`src/rtl/rr_arbiter4_pkg.sv`:
```
// Shared definitions for the four-way round-robin arbiter: FSM encoding,
// parameter defaults and the one-hot grant helper.
package rr_arbiter4_pkg;

    typedef enum logic {
        IDLE  = 1'b0,
        GRANT = 1'b1
    } state_e;

    localparam int NREQ         = 4;
    localparam int MAX_HOLD_DEF = 8;
    localparam int CNT_W_DEF    = 8;

    function automatic logic [NREQ-1:0] onehot4(input logic [1:0] idx);
        logic [NREQ-1:0] v;
        v      = '0;
        v[idx] = 1'b1;
        return v;
    endfunction

endpackage

```
`src/rtl/rr_pick4.sv`:
```
// Combinational circular priority picker: returns the first set request bit
// at or after ptr, wrapping modulo four.
module rr_pick4
    import rr_arbiter4_pkg::*;
(
    input  logic [NREQ-1:0] req,
    input  logic [1:0]      ptr,
    output logic [1:0]      sel,
    output logic            any
);

    logic [NREQ-1:0] w_rot;
    logic [1:0]      w_off;

    // Rotate so that bit 0 of w_rot is the requester currently holding top priority.
    always_comb begin
        case (ptr)
            2'd0:    w_rot = req;
            2'd1:    w_rot = {req[0],   req[3:1]};
            2'd2:    w_rot = {req[1:0], req[3:2]};
            default: w_rot = {req[2:0], req[3]};
        endcase
    end

    always_comb begin
        w_off = 2'd0;
        if (w_rot[0])      w_off = 2'd0;
        else if (w_rot[1]) w_off = 2'd1;
        else if (w_rot[2]) w_off = 2'd2;
        else if (w_rot[3]) w_off = 2'd3;
    end

    assign sel = ptr + w_off;
    assign any = |req;

endmodule

```
`src/rtl/rr_arbiter4.sv`:
```
// Four-way round-robin arbiter with registered one-hot grant, rotating
// priority pointer and bounded tenure (forced release after MAX_HOLD cycles).
module rr_arbiter4
    import rr_arbiter4_pkg::*;
#(
    parameter int MAX_HOLD = MAX_HOLD_DEF,
    parameter int CNT_W    = CNT_W_DEF
) (
    input  logic       clk,
    input  logic       reset,
    input  logic [3:0] req,
    input  logic       done,
    output logic [3:0] grant,
    output logic [1:0] grant_id,
    output logic       busy,
    output logic       timeout
);

    localparam logic [CNT_W-1:0] HOLD_LAST = CNT_W'(MAX_HOLD - 1);

    state_e           r_state,    w_state_nxt;
    logic [3:0]       r_grant,    w_grant_nxt;
    logic [1:0]       r_grant_id, w_grant_id_nxt;
    logic             r_busy,     w_busy_nxt;
    logic             r_timeout,  w_timeout_nxt;
    logic [1:0]       r_ptr,      w_ptr_nxt;
    logic [CNT_W-1:0] r_hold_cnt, w_hold_nxt;

    logic [1:0]       w_sel;
    logic             w_any;
    logic             w_release;
    logic             w_forced;

    rr_pick4 u_pick (
        .req (req),
        .ptr (r_ptr),
        .sel (w_sel),
        .any (w_any)
    );

    // Release priority: done, then withdrawal, then tenure limit; only the last raises timeout.
    assign w_release = done || !req[r_grant_id] || (r_hold_cnt == HOLD_LAST);
    assign w_forced  = !done && req[r_grant_id];

    always_comb begin
        // NOTE: every next-state signal gets a default first so no path leaves it unassigned (no latches).
        w_state_nxt    = r_state;
        w_grant_nxt    = r_grant;
        w_grant_id_nxt = r_grant_id;
        w_busy_nxt     = r_busy;
        w_timeout_nxt  = 1'b0;
        w_ptr_nxt      = r_ptr;
        w_hold_nxt     = r_hold_cnt;

        case (r_state)
            IDLE: begin
                w_hold_nxt = '0;
                if (w_any) begin
                    w_state_nxt    = GRANT;
                    w_grant_nxt    = onehot4(w_sel);
                    w_grant_id_nxt = w_sel;
                    w_busy_nxt     = 1'b1;
                end else begin
                    w_grant_nxt    = '0;
                    w_grant_id_nxt = '0;
                    w_busy_nxt     = 1'b0;
                end
            end
            GRANT: begin
                if (w_release) begin
                    w_state_nxt    = IDLE;
                    w_grant_nxt    = '0;
                    w_grant_id_nxt = '0;
                    w_busy_nxt     = 1'b0;
                    w_timeout_nxt  = w_forced;
                    w_ptr_nxt      = r_grant_id + 2'd1;
                    w_hold_nxt     = '0;
                end else begin
                    w_hold_nxt     = r_hold_cnt + 1'b1;
                end
            end
            default: begin
                w_state_nxt    = IDLE;
                w_grant_nxt    = '0;
                w_grant_id_nxt = '0;
                w_busy_nxt     = 1'b0;
                w_hold_nxt     = '0;
            end
        endcase
    end

    always_ff @(posedge clk or posedge reset) begin
        if (reset) begin
            r_state    <= IDLE;
            r_grant    <= '0;
            r_grant_id <= '0;
            r_busy     <= 1'b0;
            r_timeout  <= 1'b0;
            r_ptr      <= '0;
            r_hold_cnt <= '0;
        end else begin
            // NOTE: non-blocking assignments so every register samples pre-edge values.
            r_state    <= w_state_nxt;
            r_grant    <= w_grant_nxt;
            r_grant_id <= w_grant_id_nxt;
            r_busy     <= w_busy_nxt;
            r_timeout  <= w_timeout_nxt;
            r_ptr      <= w_ptr_nxt;
            r_hold_cnt <= w_hold_nxt;
        end
    end

    assign grant    = r_grant;
    assign grant_id = r_grant_id;
    assign busy     = r_busy;
    assign timeout  = r_timeout;

endmodule

```
`config.mk`:
```
export PLATFORM = sky130hd
export DESIGN_NAME = rr_arbiter4
export DESIGN_NICKNAME = d
export VERILOG_FILES = /design/src/rtl/rr_arbiter4_pkg.sv /design/src/rtl/rr_pick4.sv /design/src/rtl/rr_arbiter4.sv
export SDC_FILE = /design/constraint.sdc
export NUM_CORES = 1
export LEC_CHECK = 0
export ABC_AREA = 1
export CAP_MARGIN = 20
export CELL_PAD_IN_SITES_DETAIL_PLACEMENT = 0
export CELL_PAD_IN_SITES_GLOBAL_PLACEMENT = 1
export CORE_MARGIN = 4
export CORE_UTILIZATION = 38
export CTS_BUF_LIST = sky130_fd_sc_hd__clkbuf_8 sky130_fd_sc_hd__clkbuf_16
export DETAILED_ROUTE_END_ITERATION = 6
export GPL_TIMING_DRIVEN = 0
export PLACE_DENSITY = 0.75
export SETUP_SLACK_MARGIN = 0.15
export SLEW_MARGIN = 20
export SYNTH_ARGS = -nofsm -noshare
export SYNTH_HDL_FRONTEND = slang
export SYNTH_SLANG_ARGS = --single-unit
```
`constraint.sdc`:
```
create_clock -name clk -period 2 [get_ports clk]
set_input_delay 0.6 -clock clk [delete_from_list [all_inputs] [get_ports clk]]
set_output_delay 0.6 -clock clk [all_outputs]
set_load 0.01 [all_outputs]
```
# Word level (Yosys, flattened, before mapping)

Cells that the tools add are included.

Flip-flop bits (word level): 19
Input port bits: 7
Output and inout port bits: 8
Logic and storage cells: 51

Add/subtract/negate cells: 3
Order comparisons: 3
Eq/ne operators: 4
Multiplexer cells: 24
Bitwise operators: 1
Reductions and logical operators: 9

Operators by type and width:

| operator              | count |
|---|---|
| $pmux W8 S2           | 1 |
| $mux W2               | 6 |
| $pmux W4 S3           | 1 |
| $add A8 B1 Y8 const B | 1 |
| $eq A8 B3 Y1 const B  | 1 |
| $mux W4               | 2 |
| $mux W8               | 1 |
| $pmux W4 S2           | 1 |
| $mux W1               | 7 |
| $lt A2 B3 Y1 const B  | 2 |
| $pmux W1 S2           | 2 |
| $pmux W2 S2           | 1 |
| $reduce_or A4 Y1      | 1 |
| $add A2 B1 Y2 const B | 1 |
| $add A2 B2 Y2         | 1 |
| $bmux W1 S2           | 1 |
| $demux W1 S2          | 1 |
| $eq A2 B1 Y1 const B  | 1 |
| $eq A2 B2 Y1 const B  | 1 |
| $ge A2 B1 Y1 const B  | 1 |
| $logic_and A1 B1 Y1   | 2 |
| $logic_not A1 Y1      | 2 |
| $logic_not A2 Y1      | 1 |
| $logic_or A1 B1 Y1    | 2 |
| 3 further kinds       | 3 |

# Longest topological paths before layout

Depth in word-level cells: 13
Depth in mapped cells: 14
Gate-level depth less buffers: 13

# Cells and area by module

From an unflattened synthesis, not the netlist that was laid out.

Cell total of the unflattened synthesis: 148
Area, all modules: 1161.1 um^2

Modules (own cells, without submodules):

| module      | times used | cells each | area each (um^2) | sequential area each (um^2) |
|---|---|---|---|---|
| rr_arbiter4 | 1          | 103        | 913.4            | 475.5 |
| rr_pick4    | 1          | 45         | 247.7            | 0.0 |

# Worst setup path before layout

Ideal clock, no wire load.

Kind: in2reg
From: input port req[1]
To: register r_grant[2] (netlist: grant[2])
Library setup time: 117 ps
Arrival time: 1696 ps
Data required time: 1883 ps
Setup slack: 187 ps
Cell stages on the path: 11
Buffers on the path: 0
Path through: o21ai_0 nand3_1 a31oi_1 nor2_1 ha_1 xor2_1 inv_1 nand3_1 nand2_1 nand3_1 nand2_1

Word-level cells in the longest chain between the ends: 12
Elaborated cells on any way between the ends: 20
Classes of those cells: add/sub: 1; order compare: 2; eq/ne: 1; mux: 11; reduce/logical: 5

RTL lines:

| what                                                                      | RTL line              | RTL |
|---|---|---|
| start, declared                                                           | rr_arbiter4.sv:11     | `input logic [3:0] req,` |
| $pmux W4 S3                                                               | rr_pick4.sv:17        | `case (ptr)` |
| $mux W2                                                                   | rr_pick4.sv:30        | `else if (w_rot[3]) w_off = 2'd3;` |
| $mux W2                                                                   | rr_pick4.sv:29        | `else if (w_rot[2]) w_off = 2'd2;` |
| $mux W2                                                                   | rr_pick4.sv:28        | `else if (w_rot[1]) w_off = 2'd1;` |
| $mux W2                                                                   | rr_pick4.sv:27        | `if (w_rot[0]) w_off = 2'd0;` |
| $add A2 B2 Y2                                                             | rr_pick4.sv:33        | `assign sel = ptr + w_off;` |
| $lt A2 B3 Y1 (implied by the code) / $ge A2 B1 Y1 (equally long branches) | rr_arbiter4_pkg.sv:17 | `v[idx] = 1'b1;` |
| $logic_and A1 B1 Y1 (implied by the code)                                 | rr_arbiter4_pkg.sv:17 |  |
| $mux W1 (implied by the code)                                             | rr_arbiter4_pkg.sv:17 |  |
| $demux W1 S2                                                              | rr_arbiter4_pkg.sv:17 |  |
| $mux W4                                                                   | rr_arbiter4.sv:58     | `if (w_any) begin` |
| $pmux W4 S2                                                               | rr_arbiter4.sv:55     | `case (r_state)` |
| end signal, assigned                                                      | rr_arbiter4.sv:104    | `r_grant <= w_grant_nxt;` |
| end, declared                                                             | rr_arbiter4.sv:22     | `logic [3:0] r_grant, w_grant_nxt;` |

Parallel ways exist; a longest one is shown, timed or not. The select of a mux whose other input is x is not followed.
A chain may end at the register's enable or synchronous reset.

# Final worst setup path

From: register r_ptr[0]
To: register r_grant_id[1] (netlist: grant_id[1])

Word-level cells in the longest chain between the ends: 9
Elaborated cells on any way between the ends: 11
Classes of those cells: add/sub: 1; eq/ne: 2; mux: 7; reduce/logical: 1

RTL lines:

| what                                 | RTL line           | RTL |
|---|---|---|
| start, declared                      | rr_arbiter4.sv:26  | `logic [1:0] r_ptr, w_ptr_nxt;` |
| start signal, assigned               | rr_arbiter4.sv:108 | `r_ptr <= w_ptr_nxt;` |
| $eq A2 B2 Y1 (tied with other cells) | rr_pick4.sv:17     |  |
| $pmux W4 S3                          | rr_pick4.sv:17     |  |
| $mux W2                              | rr_pick4.sv:30     |  |
| $mux W2                              | rr_pick4.sv:29     |  |
| $mux W2                              | rr_pick4.sv:28     |  |
| $mux W2                              | rr_pick4.sv:27     |  |
| $add A2 B2 Y2 (*)                    | rr_pick4.sv:33     |  |
| $mux W2 (*)                          | rr_arbiter4.sv:58  |  |
| $pmux W2 S2 (*)                      | rr_arbiter4.sv:55  |  |
| end signal, assigned                 | rr_arbiter4.sv:105 | `r_grant_id <= w_grant_id_nxt;` |
| end, declared                        | rr_arbiter4.sv:23  | `logic [1:0] r_grant_id, w_grant_id_nxt;` |

Mark *: on every way between the ends. The rest lies on a longest branch, timed or not.

==> key figures <==
Pwr
  • Max rail drop VDD: about 990 µV
  • Internal: 1.14 mW
  • Sequential share of power: between 20% and 30%
  • Power share of the clock group: 12.8%
  • Net Sw Frac: 42.5%
  • Net Sw Power: ~840 µW
  • Combinational group share of total power: roughly three fifths
  • Leak pwr: ~0.69 nW
  • Pwr per Cell Area: about 1400 nW/µm²
  • Tot Pwr: approximately 2.0 mW

Hold path
  • Hold Crit Class: flip-flop to flip-flop
  • Hold depth: 1
  • Hold Crit Start: r_hold_cnt[0]$_DFF_PP0_
  • Hold Path Sink: r_hold_cnt[0]$_DFF_PP0_

Yosys
  • Async set-reset flop share out of synthesis: 100%
  • Share of the synthesized area in the top cell type: about 46%
  • Top_reg_cell synth: dfrtp_1
  • Syn Area/Cell: ~7.7 µm²
  • Post-Synthesis Cells: between 100 and 150
  • Most common cell in the netlist: nand2_1
  • Ys Warns: 0
  • FF+latch count, synth: 19
  • Syn_nets: between 100 and 150
  • Cell Area, Synth: between 1000 and 1500 µm²
  • Largest area contributor in the netlist: dfrtp_1
  • Post-synthesis cell type count: 19
  • Most instantiated cells after synthesis: 37 x nand2_1, 19 x dfrtp_1, 16 x nor2_1
  • Leading post-synthesis cells by cell area: dfrtp_1 46%, nand2_1 13%, nand3_1 6.3%
  • EDFF count, synth: 0
  • Seq/Total Area, Yosys: between 40% and 50%

Die
  • FP Rows: 18
  • Starting Density: between 40 and 50%
  • Die Ht: ~60 µm
  • Total die area: approximately 3600 µm²
  • Die Span X: roughly 60 µm
  • Io pins: 15
  • Core Region: about 2500 µm²

STA
  • RSZ-0062 raised after global routing: yes
  • Skew final: roughly 0.0041 ns
  • Worst Tran Pin Value: 0.720 ns
  • Slew HR: 51.9%
  • Upper clock frequency limit: ~530 MHz
  • Worst hold slack: about 0.45 ns
  • Final setup viols: 0
  • Final period util: 95.1%
  • Crit path time final: 1.90 ns
  • Fin. max-slew vios: 0
  • Final Hold Fails: 0

Setup path
  • Critical path required time: roughly 2.1 ns
  • Reg2Reg Depth: 12
  • Max incr delay on CP: ~0.44 ns
  • Worst path depth: 12
  • Worst Setup End Kind: flip-flop
  • Flop-to-flop setup slack: 0.1 ns
  • Crit path cell chain: buf_6 -> nand3_1 -> nand4_1 -> a31oi_1 -> nor2_1 -> ha_2 -> xor2_2 -> inv_1 -> nand3_2 -> nand2_4 -> nand2_2 -> o21ai_2
  • Slowest-stage cell, CP: dfrtp_2
  • R2R Path End: grant_id[1]$_DFFE_PP0P_
  • Reg-to-Reg Start: r_ptr[0]$_DFFE_PP0P_
  • Buffers plus inverters on the worst setup path: 2
  • Max FO, Critical Path: 5
  • Startpoint Class: flip-flop
  • Critical Path AT: 2.04 ns
  • CP top delay family: simple AND/OR/NAND/NOR gates
  • Crit path from: r_ptr[0]$_DFFE_PP0P_
  • WS Path Type: flip-flop to flip-flop

Detailed routing
  • DRC viols: 0
  • 1st-pass router iterations: 4
  • WL/cell: ~12 µm
  • Via count: roughly 930
  • Starting DRT DRC Count: 46
  • Total Routed Length: between 2000 and 2500 µm
  • Final ANT Viol Nets: 0
  • Vias per cell: just under 5

GRT
  • GRT Util Overall: between 10% and 20%
  • Antenna violations before repair: 0
  • Final global-route overflow total: 0
  • Largest net degree at the start of global routing: 20
  • Vias in the first global route: about 950
  • First-pass GRT wire length: slightly above 4000 µm

CTS
  • Clk sink count: 19
  • Root Driver: clkbuf_8
  • Latest clock arrival within the worst-skew pair: 0.25 ns
  • CTS buffer count: 3
  • Clock Path Buffers: 2
  • CTS H-tree lvls: 1
  • CTS tree: done
  • Clock-pin slew on the worst setup and hold paths: ~0.060 ns

Layout
  • Number of nets in the layout: about 170
  • Area of the multi-input gates: ~540 µm²
  • Antenna Cells: 0
  • # fillers: between 200 and 250
  • Share of cells above drive strength 1: 25.9%
  • Area Overhead vs Synth: 35.7%
  • Storage element area: around 480 µm²

Placed design
  • GPL Wtd Cong: between 0.8 and 0.9
  • Hpwl dp: about 1600 µm
  • Number of buffers inserted by port buffering: 14

Outcome
  • Status: complete, no violations

Flow run
  • Max Cap Viol: 0
==> worst max-delay path by stage <==
stage	to	slack, ns
after floorplan	grant[2]$_DFFE_PP0P_	0.19
after global placement	grant_id[1]$_DFFE_PP0P_	-0.52
after detailed placement	grant_id[1]$_DFFE_PP0P_	-0.60
after CTS	grant_id[1]$_DFFE_PP0P_	0.1
after global routing	grant[2]$_DFFE_PP0P_	-0.02
final	grant_id[1]$_DFFE_PP0P_	0.1
==> flip-flops by register name, indices dropped and copies added, names as in the netlist <==
| register | count |
|---|---|
| r_hold_cnt | 8 |
| grant | 4 |
| grant_id | 2 |
| r_ptr | 2 |
| busy | 1 |
| r_state | 1 |
| timeout | 1 |
==> power groups by stage <==
| stage | logic [mW] | clock network, mW | registers, mW |
|---|---|---|---|
| 3_5_place_dp | 0.823 | 0 | 0.553 |
| 3_3_place_gp | 0.809 | 0 | 0.551 |
| 6_report | 1.16 | 0.254 | 0.567 |
| 4_1_cts | 1.01 | 0.269 | 0.552 |
| 2_1_floorplan | 0.569 | 0 | 0.561 |
| 5_1_grt | 1.30 | 0.276 | 0.583 |
==> per-layer routing <==
layer  track usage [%]  part of all wire (%)
met1              17.3                    43
met2              26.1                    50
met5                 0                     0
met3              2.81                   2.3
met4              8.54                   4.1
==> layout by cell type (no fill, tap or decap), drive strengths merged <==
cell type / netlist / layout
xnor2: 2 / 2
nor3: 4 / 4
inv: 17 / 18
dlymetal6s2s: 0 / 2
o21ai: 10 / 10
nand4: 2 / 2
buf: 3 / 14
nand2: 37 / 37
clkdlybuf4s15: 0 / 2
clkbuf: 0 / 3
xor2: 5 / 5
ha: 2 / 2
a21oi: 3 / 3
nor2: 16 / 16
a31oi: 1 / 1
nand3: 14 / 14
dfrtp: 19 / 19
clkdlybuf4s50: 0 / 8
==> cell families (layout without fill, tap and decap cells) <==
family                     Yosys count  after routing  share of synthesized area (%)
and+or+nand+nor                     73             73                           29.7
buffers and inverters               20             47                           8.72
DFF                                 19             19                           46.0
AOI/OAI and AO/OA                   14             14                           7.26
xor gates and xnor gates             7              7                           5.93
adders and majority gates            2              2                           2.42
==> worst reg2reg max path, delay by kind of cell, from the launching register on <==
family | cells | cell delay [ns]
compound gates | 2 | 0.24
simple gates | 6 | 0.55
buf+inv | 2 | 0.22
flops | 1 | 0.44
xor+xnor | 1 | 0.17
fa+ha+maj | 1 | 0.18
==> timing repair <==
item,4_1_cts,5_1_grt
endpoints found under the hold margin,0,0
pin swaps,9,10
hold buffers,0,0
setup buffers,4,3
gates cloned,1,1
endpoints found under the setup margin,8,8
resized for setup,28,15
==> stage by stage <==
step / setup TNS [ns] / setup WS [ns] / utilization (%) / area, µm² / std cells
3_5_place_dp: -4.20 / -0.604 / 47.6 / 1210 / 179
3_3_place_gp: -3.57 / -0.516 / 47.6 / 1210 / 179
6_report: 0 / 0.0983 / 55.1 / 1400 / 192
5_1_grt: -0.0305 / -0.0157 / 55.1 / 1400 / 192
2_1_floorplan: 0 / 0.187 / - / 1030 / 135
4_1_cts: 0 / 0.0991 / 52.1 / 1330 / 188
==> final cells by class <==
cell class	instances	area share (%)
Inverter	17	4.73
Sequential cell	19	34.2
Clock inverter	1	0.268
Buffer	3	2.41
Timing Repair Buffer	23	14.5
Clock buffer	3	2.94
Tap cell	30	2.68
Multi-Input combinational cell	96	38.4
No activity file was read; power rests on OpenSTA's default activity.
